`src/rtl/uart_rx_pkg.sv`:
```
// Shared UART Rx definitions: parity mode encodings, error flag bit
// positions and the line-break tracking state type.
package uart_rx_pkg;

  typedef enum logic [1:0] {
    PARITY_NONE  = 2'b00,
    PARITY_ODD   = 2'b01,
    PARITY_EVEN  = 2'b10,
    PARITY_NONE2 = 2'b11
  } parity_e;

  localparam int ERR_PARITY = 0;
  localparam int ERR_START  = 1;
  localparam int ERR_STOP   = 2;
  localparam int ERR_BITS   = 3;

  typedef enum logic {
    LINE_OK  = 1'b0,
    IN_BREAK = 1'b1
  } brk_state_e;

endpackage

```
`src/rtl/parity_calc.sv`:
```
// Expected parity bit for a data word. Shared with the Tx framer, so it
// stays purely combinational and knows nothing about frames.
module parity_calc import uart_rx_pkg::*; #(
  parameter int DATA_WIDTH = 8
) (
  input  logic [DATA_WIDTH-1:0] data,
  input  logic [1:0]            parity_type,
  output logic                  parity_exp,
  output logic                  parity_en
);

  // Decode the parity mode; both "none" encodings disable the check.
  always_comb begin
    // NOTE: every output gets a default before the case so no path leaves
    // it unassigned -- that is what keeps combinational blocks latch-free.
    parity_exp = 1'b0;
    parity_en  = 1'b0;
    case (parity_type)
      PARITY_ODD: begin
        parity_exp = ~^data;
        parity_en  = 1'b1;
      end
      PARITY_EVEN: begin
        parity_exp = ^data;
        parity_en  = 1'b1;
      end
      default: ;
    endcase
  end

endmodule

```
`config.mk`:
```
export PLATFORM = sky130hd
export DESIGN_NAME = parity_calc
export DESIGN_NICKNAME = d
export VERILOG_FILES = /design/src/rtl/uart_rx_pkg.sv /design/src/rtl/parity_calc.sv
export SDC_FILE = /design/constraint.sdc
export NUM_CORES = 1
export LEC_CHECK = 0
export CAP_MARGIN = 15
export CORE_AREA = 10 10 47 49
export DETAILED_ROUTE_END_ITERATION = 6
export DIE_AREA = 0 0 57 59
export PLACE_DENSITY = 0.34
export SYNTH_ARGS = -nofsm -noshare
export SYNTH_HDL_FRONTEND = slang
export SYNTH_SLANG_ARGS = --single-unit
```
`constraint.sdc`:
```
create_clock -name vclk -period 1.1
set_clock_uncertainty 0.1 [all_clocks]
set_input_delay 0.165 -clock vclk [all_inputs]
set_output_delay 0.165 -clock vclk [all_outputs]
set_load 0.005 [all_outputs]
```
==> results.json <==
{
  "status": "complete, but fails checks",
  "synthXorXnorAreaFrac_pct": 56.3,
  "dieArea_um2": 3360,
  "critical_path.endpoint": "parity_exp",
  "synth.largest_area_cell": "xnor2_1",
  "fin_crit_ns": 1.45,
  "wl_um": 403,
  "final_nets": 39,
  "synth_top_family_by_area": "XOR/XNOR gates",
  "yosysTopAreaCellShare_pct": 56.3,
  "drtIter0Drc": 0,
  "area_growth_syn_to_layout_pct": 226,
  "fin_ws_ns": -0.349,
  "yosysWarnings": 0,
  "drv_cap": 0,
  "avgSynthCellArea_um2": 8.37,
  "final-hold-violation-count": 0,
  "violations": "negative setup slack",
  "power_density_nw_per_um2": 504,
  "synth_compound_area_share_pct": 0,
  "vias": 131,
  "dp_hpwl_um": 348,
  "clock_buffers": 0,
  "die_w_um": 57,
  "cp-start-kind": "primary input",
  "port_buffers": 12,
  "rows": 14,
  "regArea_um2": 0,
  "initial_core_util_pct": 7.77,
  "ys_types": 4,
  "synth.cell_area_um2": 109,
  "grt_pass1_wl_um": 641,
  "drcViolationCount": 0,
  "final_cell_area_um2": 355,
  "core_um2": 1400,
  "cp.arrival_ns": 1.18,
  "crit_type": "primary input to output pin",
  "grt_pass1_vias": 162,
  "seq_area_frac_synth_pct": 0,
  "postPlaceCellArea_um2": 302,
  "p_leak_nw": 0.159,
  "drv_slew": 0,
  "hp-class": "primary input to output pin",
  "avgViaCountPerCell": 3.20,
  "tightest_slew_ns": 0.157,
  "fin_util_pct": 25.4,
  "drtAntennaViolNets": 0,
  "cp-end-kind": "output pin",
  "diodes": 0,
  "synthCells": 13,
  "synth_fa_ha_area_share_pct": 23.0,
  "die_h_um": 59,
  "fill_cells": 156,
  "synthSimpleGateAreaFrac_pct": 0,
  "synthMuxAreaShare_pct": 10.3,
  "worstPathRequired_ns": 0.83,
  "slew_headroom_pct": 89.5,
  "rsz0062_at_grt": "yes",
  "grt_antenna_before_repair": 0,
  "max_freq_mhz": 690,
  "pin_count": 12,
  "grt_max_degree": 3,
  "track_usage_pct": 2.16,
  "dr.pass1.iters": 1,
  "max-vdd-ir-drop_mv": 0.137,
  "setup-tns-final_ns": -0.349,
  "synthTopCellsByArea": "xnor2_1 56%, ha_1 23%, inv_1 10%",
  "place.gp.congestion": 0.677,
  "crit_start": "data[1]",
  "finalCritPeriodShare_pct": 132,
  "yosysMostFrequentCell": "xnor2_1",
  "setup_viol": 1,
  "grt-ovfl-total": 0,
  "path_max_fanout": 1,
  "syn-num-nets": 25,
  "wl_per_cell_um": 9.83,
  "ys_top_cells_by_count": "7 x xnor2_1, 3 x inv_1, 2 x ha_1",
  "seq_cells": 0,
  "drive_gt1_share_pct": 80.0
}
==> cell families (layout without fill, tap and decap cells) <==
kind of cell | after synthesis | in the layout
xor+xnor | 7 | 7
fa+ha+maj | 2 | 2
buf+inv | 3 | 15
mux | 1 | 1
==> cell usage in the layout (no fill, tap or decap) <==
master / instances
xnor2_1: 1
buf_2: 2
buf_6: 6
xnor2_2: 2
buf_8: 2
xnor2_4: 4
ha_1: 1
inv_2: 1
inv_1: 2
clkdlybuf4s15_2: 1
ha_4: 1
clkbuf_2: 1
mux2_1: 1
==> how the worst min path moves through the flow <==
| stage | from | end | slack (ns) | cells past startpoint |
|---|---|---|---|---|
| after floorplan | parity_type[1] | parity_en | 0.36 | 2 |
| after global placement | parity_type[1] | parity_en | 1.30 | 4 |
| after detailed placement | parity_type[1] | parity_en | 1.30 | 4 |
| after CTS | parity_type[1] | parity_en | 0.71 | 4 |
| after global routing | parity_type[1] | parity_en | 0.65 | 4 |
| final | parity_type[1] | parity_en | 0.62 | 4 |
==> per-layer routing <==
metal | track usage [%] | wire length, um | up-vias
met3 | 1.29 | 69 | 0
met1 | 2.37 | 159 | 57
met4 | 0 | 0 | 0
li1 | - | - | 62
met2 | 3.72 | 175 | 12
met5 | 0 | 0 | -
==> report_power, final <==
group / switching [mW] / internal [mW]
sequential: 0 / 0
combinational: 0.0612 / 0.118
clock: 0 / 0
==> cell type report <==
type | instances | area, um^2 | share of cell area [%]
Multi-Input combinational cell | 10 | 200 | 56.3
Timing Repair Buffer | 12 | 124 | 34.9
Tap cell | 16 | 20.0 | 5.63
Inverter | 3 | 11.3 | 3.17
==> worst max-delay path: stages <==
cell and delay [ns]:
buf_8 0.10, xnor2_4 0.13, xnor2_2 0.14, xnor2_1 0.18, mux2_1 0.33, buf_2 0.13
==> stage by stage <==
| stage | power, mW | setup WS [ns] | cells | hold slack [ns] |
|---|---|---|---|---|
| 2_1_floorplan | 0.0779 | -0.102 | 13 | 0.361 |
| 4_1_cts | 0.174 | -0.364 | 41 | 0.709 |
| 5_1_grt | 0.194 | -0.424 | 41 | 0.650 |
| 3_5_place_dp | 0.155 | -1.14 | 41 | 1.30 |
| 6_report | 0.179 | -0.349 | 41 | 0.616 |
| 3_3_place_gp | 0.153 | -1.15 | 41 | 1.30 |
==> repair_timing <==
| action | in CTS | in global routing |
|---|---|---|
| gates resized for setup | 60 | 6 |
| hold buffers | 0 | 0 |
| buffers inserted | 0 | 0 |
| setup endpoints to repair | 2 | 2 |
| pin swaps | 8 | 3 |
(Power assumes the default switching activity.)
